[src/rtl/lsu.sv]
// lsu: load/store unit between the execute stage and a word-wide data memory.
// Accepts one load/store per request handshake, issues word-aligned beats with
// byte strobes, and aligns/extends read data.
// Optional feature: define LSU_MISALIGN_EN to split word-crossing misaligned
// accesses into two beats; without it any access not aligned to its size faults.
module lsu #(
    parameter int XLEN   = 32,
    parameter int ADDR_W = 32
) (
    input  logic              i_clk,
    input  logic              i_rst,
    input  logic              i_req_valid,
    output logic              o_req_ready,
    input  logic              i_req_write,
    input  logic [1:0]        i_req_size,
    input  logic              i_req_unsigned,
    input  logic [ADDR_W-1:0] i_req_addr,
    input  logic [XLEN-1:0]   i_req_wdata,
    output logic              o_rsp_valid,
    output logic [XLEN-1:0]   o_rsp_rdata,
    output logic              o_rsp_fault,
    output logic              o_mem_valid,
    input  logic              i_mem_ready,
    output logic              o_mem_write,
    output logic [ADDR_W-1:0] o_mem_addr,
    output logic [XLEN-1:0]   o_mem_wdata,
    output logic [XLEN/8-1:0] o_mem_wstrb,
    input  logic              i_mem_rvalid,
    input  logic [XLEN-1:0]   i_mem_rdata
);
    localparam int NB    = XLEN / 8;
    localparam int OFF_W = $clog2(NB);

`ifdef LSU_MISALIGN_EN
    typedef enum logic [2:0] {S_IDLE, S_BEAT0, S_WAIT0, S_BEAT1, S_WAIT1, S_RESP} state_t;
`else
    typedef enum logic [2:0] {S_IDLE, S_BEAT0, S_WAIT0, S_RESP} state_t;
`endif

    state_t            state_q, state_d;
    logic              write_q, uns_q, fault_q;
    logic [1:0]        size_q;
    logic [OFF_W-1:0]  off_q;
    logic [ADDR_W-1:0] base_q;
    logic [XLEN-1:0]   wdata_q, rd0_q;
`ifdef LSU_MISALIGN_EN
    logic              split_q;
    logic [XLEN-1:0]   rd1_q;
    logic              req_split;
    logic [XLEN-1:0]   beat1_wdata;
    logic [NB-1:0]     beat1_strb;
`endif

    logic              req_fault;
    logic [3:0]        req_bytes;
    logic [XLEN-1:0]   beat0_wdata, ld_raw, ld_ext;
    logic [NB-1:0]     beat0_strb;
    logic              sgn;
    int unsigned       off_i, bytes_i;

    // Classify an incoming request: size legality, alignment and word crossing.
    always_comb begin
        req_bytes = 4'd1 << i_req_size;
        req_fault = (XLEN == 32) && (i_req_size == 2'd3);
`ifdef LSU_MISALIGN_EN
        req_split = (5'(i_req_addr[OFF_W-1:0]) + 5'(req_bytes)) > 5'(NB);
`else
        if ((i_req_addr[2:0] & 3'(req_bytes - 4'd1)) != 3'd0) req_fault = 1'b1;
`endif
    end

    // Lane-shifted write data/strobes per beat and load byte assembly + extension.
    always_comb begin
        off_i       = 32'(off_q);
        bytes_i     = 32'd1 << size_q;
        beat0_wdata = wdata_q << (8 * off_i);
        ld_raw      = '0;
`ifdef LSU_MISALIGN_EN
        beat1_wdata = wdata_q >> (XLEN - 8 * off_i);
`endif
        for (int unsigned i = 0; i < NB; i++) begin
            beat0_strb[i] = (i >= off_i) && (i < off_i + bytes_i);
`ifdef LSU_MISALIGN_EN
            beat1_strb[i] = (i + NB) < (off_i + bytes_i);
`endif
            if (off_i + i < NB) begin
                ld_raw[8*i +: 8] = rd0_q[8*(off_i+i) +: 8];
            end else begin
`ifdef LSU_MISALIGN_EN
                ld_raw[8*i +: 8] = rd1_q[8*(off_i+i-NB) +: 8];
`else
                ld_raw[8*i +: 8] = 8'h00;
`endif
            end
        end
        case (size_q)
            2'd0:    sgn = ld_raw[7];
            2'd1:    sgn = ld_raw[15];
            default: sgn = ld_raw[31];
        endcase
        for (int unsigned b = 0; b < XLEN; b++) begin
            ld_ext[b] = (b < 8 * bytes_i) ? ld_raw[b] : (sgn & ~uns_q);
        end
    end

    // Next-state and port outputs; every output is forced low while reset is held.
    always_comb begin
        state_d     = state_q;
        o_req_ready = 1'b0;
        o_rsp_valid = 1'b0;
        o_rsp_rdata = '0;
        o_rsp_fault = 1'b0;
        o_mem_valid = 1'b0;
        o_mem_write = 1'b0;
        o_mem_addr  = '0;
        o_mem_wdata = '0;
        o_mem_wstrb = '0;
        if (!i_rst) begin
            case (state_q)
                S_IDLE: begin
                    o_req_ready = 1'b1;
                    if (i_req_valid) state_d = req_fault ? S_RESP : S_BEAT0;
                end
                S_BEAT0: begin
                    o_mem_valid = 1'b1;
                    o_mem_write = write_q;
                    o_mem_addr  = base_q;
                    o_mem_wdata = write_q ? beat0_wdata : '0;
                    o_mem_wstrb = beat0_strb;
                    if (i_mem_ready) begin
                        if (!write_q) state_d = S_WAIT0;
`ifdef LSU_MISALIGN_EN
                        else if (split_q) state_d = S_BEAT1;
`endif
                        else state_d = S_RESP;
                    end
                end
                S_WAIT0: begin
                    if (i_mem_rvalid) begin
`ifdef LSU_MISALIGN_EN
                        state_d = split_q ? S_BEAT1 : S_RESP;
`else
                        state_d = S_RESP;
`endif
                    end
                end
`ifdef LSU_MISALIGN_EN
                S_BEAT1: begin
                    o_mem_valid = 1'b1;
                    o_mem_write = write_q;
                    o_mem_addr  = base_q + ADDR_W'(NB);
                    o_mem_wdata = write_q ? beat1_wdata : '0;
                    o_mem_wstrb = beat1_strb;
                    if (i_mem_ready) state_d = write_q ? S_RESP : S_WAIT1;
                end
                S_WAIT1: begin
                    if (i_mem_rvalid) state_d = S_RESP;
                end
`endif
                S_RESP: begin
                    o_rsp_valid = 1'b1;
                    o_rsp_fault = fault_q;
                    o_rsp_rdata = (write_q || fault_q) ? '0 : ld_ext;
                    state_d     = S_IDLE;
                end
                default: state_d = S_IDLE;
            endcase
        end
    end

    // State register, request capture at accept and read-data capture per wait state.
    always_ff @(posedge i_clk) begin
        if (i_rst) begin
            state_q <= S_IDLE;
            write_q <= 1'b0;
            uns_q   <= 1'b0;
            fault_q <= 1'b0;
            size_q  <= '0;
            off_q   <= '0;
            base_q  <= '0;
            wdata_q <= '0;
            rd0_q   <= '0;
`ifdef LSU_MISALIGN_EN
            split_q <= 1'b0;
            rd1_q   <= '0;
`endif
        end else begin
            state_q <= state_d;
            if (state_q == S_IDLE && i_req_valid) begin
                write_q <= i_req_write;
                uns_q   <= i_req_unsigned;
                fault_q <= req_fault;
                size_q  <= i_req_size;
                off_q   <= i_req_addr[OFF_W-1:0];
                base_q  <= {i_req_addr[ADDR_W-1:OFF_W], {OFF_W{1'b0}}};
                wdata_q <= i_req_wdata;
`ifdef LSU_MISALIGN_EN
                split_q <= req_split;
`endif
            end
            if (state_q == S_WAIT0 && i_mem_rvalid) rd0_q <= i_mem_rdata;
`ifdef LSU_MISALIGN_EN
            if (state_q == S_WAIT1 && i_mem_rvalid) rd1_q <= i_mem_rdata;
`endif
        end
    end

endmodule

[config.mk]
export PLATFORM = sky130hd
export DESIGN_NAME = lsu
export DESIGN_NICKNAME = d
export VERILOG_FILES = /design/src/rtl/lsu.sv
export SDC_FILE = /design/constraint.sdc
export NUM_CORES = 1
export LEC_CHECK = 0
export CORE_UTILIZATION = 40
export DETAILED_ROUTE_END_ITERATION = 8
export PLACE_DENSITY = 0.75
export SLEW_MARGIN = 20
export SYNTH_ARGS = -nofsm -noshare
export SYNTH_HDL_FRONTEND = slang
export SYNTH_SLANG_ARGS = --single-unit
[constraint.sdc]
create_clock -name i_clk -period 6.25 [get_ports i_clk]
set_input_delay 1.25 -clock i_clk [delete_from_list [all_inputs] [get_ports i_clk]]
set_output_delay 1.25 -clock i_clk [all_outputs]
set_load 0.005 [all_outputs]
==> results.ini <==
[status]
status=finished clean

[clocking]
clk_pin_slew_ps=70
clkLatencyLatePin_ps=360
numClockSinks=103
cts_resized=0
cts_max_level=3
hold_buffers=0
cts_tree=done
cts_buffers=9
postCtsSetupBuffers=0
cts_buffer_depth=2
ctsRootBufferMaster=clkbuf_16

[floorplanning]
coreArea_sq_um=12800
die_x_um=117
die_height_um=117
die_area_sq_um=13700
io_pins=210
start_util_pct=41.6
rows=41

[worst_setup_path]
cp_slowest_stage_delay_ps=490
rr_startpoint=state_q[0]
crit_required_ps=5000
crit_fanout=33
rrSetupSlack_ps=4150
arrival_ps=3540
criticalPathCategory=input port to primary output
crit_chain=buf_4, nand2b_1, inv_1, buf_4, nand2_1, buf_4, nor3_1, and2_1, clkdlybuf4s50_1
startpoint_type=input port
r2r-end=wdata_q[20]
crit_start=i_rst
crit_slowest_cell=clkdlybuf4s50_1
crit_path_end=o_mem_wdata[5]
cp_common_cell=buf_4
cp-end-kind=primary output
worstRegToRegCells=6

[grt]
antenna_found_initial=0
use_met3_pct=7.21
grt_max_degree=76
grt.overflow.total=0
grt_usage_pct=24.0
busiest_layer=met2
met2_usage_pct=36.6
grt_pass1_vias=4895
grt.met1_usage_pct=32.6
grt_pass1_wl_mm=25.3

[yosys]
syn_inst=721
ys_seq_elements=103
syn-cell-area_sq_um=5310
ys_types=35
ys_seq_area_share_pct=38.8
synth_top_area_cell=dfxtp_1
synth-async-reset-ratio_pct=0
synth_ff_type=dfxtp_1
yosys_warnings=0
synth_top_area_share_pct=38.8
ys_top_cells_by_area=dfxtp_1, nand2_1, a21oi_1
synth_edf_count=0
synth_area_per_cell_sq_um=7.36

[drt]
firstDrtPassIters=7
wirelength_mm=16.3
first_iter_violations=308
via_per_inst=5.02
drt-wirelength-per-cell_um=15.3
drc=0
vias=5360
ant_nets=0

[run]
max_cap_violations=0

[timing]
final_max_slew_viol_count=0
period_share_pct=76.6
tightest_slew_ps=916
finalSetupViolCount=0
fin_tns_setup_ps=0
timing.final.crit_period_ps=4790
fin_ws_ps=1460
report.final.hold_viol_count=0
max_freq_mhz=209
fin_skew_ps=6.34
relSlewSlack_pct=39.0
rsz0062_at_grt=no

[place]
port_buffers=207
dp_hpwl_mm=11.4
place_ws_ps=1420
place_congestion=0.860

[min_path]
min_path_type=register to register

[layout]
post-route-util_pct=60.5
nets=1003
antennaDiodeCount=0
area_delta_synth_final_pct=45.5
layout-drive-gt1-share_pct=3.91
num-fill-cells=1199

[pwr]
p_clk_share_pct=26.7
combPwrFrac_pct=31.9
leakagePower_uw=0.00279
internal_power_uw=1320
cellPowerDensity_nw_per_um2=268
p_seq_share_pct=41.5
p_sw_share_pct=36.0
p_switching_uw=745
ir_worst_vdd_v=0.000195

## flip-flops by register name, summed over array words and instances (netlist names)
signal	flops
uns_q	1
base_q	30
state_q	2
size_q	2
fault_q	1
write_q	1
off_q	2
rd0_q	32
wdata_q	32
## layout by cell type, fill, tap and decap left out, types with 4 or more instances in the layout
cell / count
clkdlybuf4s50_1: 206
buf_4: 9
nand2b_1: 4
nor2b_1: 20
a21o_1: 9
nand2_1: 206
inv_6: 4
nor2_1: 47
mux2i_1: 34
dfxtp_1: 101
a21oi_1: 111
inv_1: 8
a211oi_1: 40
o21ai_0: 10
ha_1: 7
and2_1: 40
clkbuf_16: 9
## per-layer routing
layer	part of all wire (%)	wire [um]
met3	7.8	1260
met2	45	7310
met1	46	7450
met5	0	0
met4	1.5	250
## synthesized netlist by cell type (all sizes together) (2+ instances only)
cell type,instances
mux2i,34
nand2b,4
a211oi,40
nor3,3
a21o,9
a21oi,111
clkbuf,44
and2,41
dfxtp,103
o21a,2
o21ai,10
buf,15
inv,8
nor2b,20
ha,7
nor2,48
nand2,208
## per-stage QoR
step	std cells	instance area [sq um]	power (uW)	hold WS, ps
global route	1067	7720	2210	466
global placement	1050	7410	1520	437
CTS	1067	7720	2090	453
detailed placement	1051	7430	1540	442
floorplan	722	5310	1290	432
finish	1067	7720	2070	450
## final cells by class
type | count | area (sq um) | area share, %
clock inverter | 7 | 61.3 | 0.794
tap | 172 | 215 | 2.79
sequential | 103 | 2060 | 26.7
clock buffer | 9 | 225 | 2.92
multi-input combinational | 552 | 2970 | 38.4
inverter | 8 | 30.0 | 0.389
timing repair buffer | 216 | 2160 | 27.9
## cell families after synthesis
group | Yosys count | share of synthesized area, %
other cells | 1 | 0.0707
compound gates | 177 | 19.4
flops | 103 | 38.8
fa+ha+maj | 8 | 2.03
simple gates | 329 | 27.2
mux | 36 | 7.05
buf+inv | 67 | 5.40
## worst max-delay path, delay by kind of cell
family,cells,cell delay [ps]
and+or+nand+nor,4,1000
buffers and inverters,5,1260
## power by group through the flow
stage                     clock network, uW  registers [uW]  logic [uW]
after floorplan                           0             820         472
after global placement                    0             870         647
after detailed placement                  0             872         664
after CTS                               567             857         667
after global routing                    592             874         741
final                                   551             858         659
## how the worst min path moves through the flow
stage | from | end | slack (ps) | cells after the start
floorplan | base_q[10] | base_q[10] | 430 | 2
global placement | base_q[17] | base_q[17] | 440 | 2
detailed placement | base_q[24] | base_q[24] | 440 | 2
CTS | wdata_q[26] | wdata_q[26] | 450 | 2
global route | base_q[8] | base_q[8] | 470 | 2
finish | base_q[9] | base_q[9] | 450 | 2
Note: power is estimated with default switching activity, not from simulation.
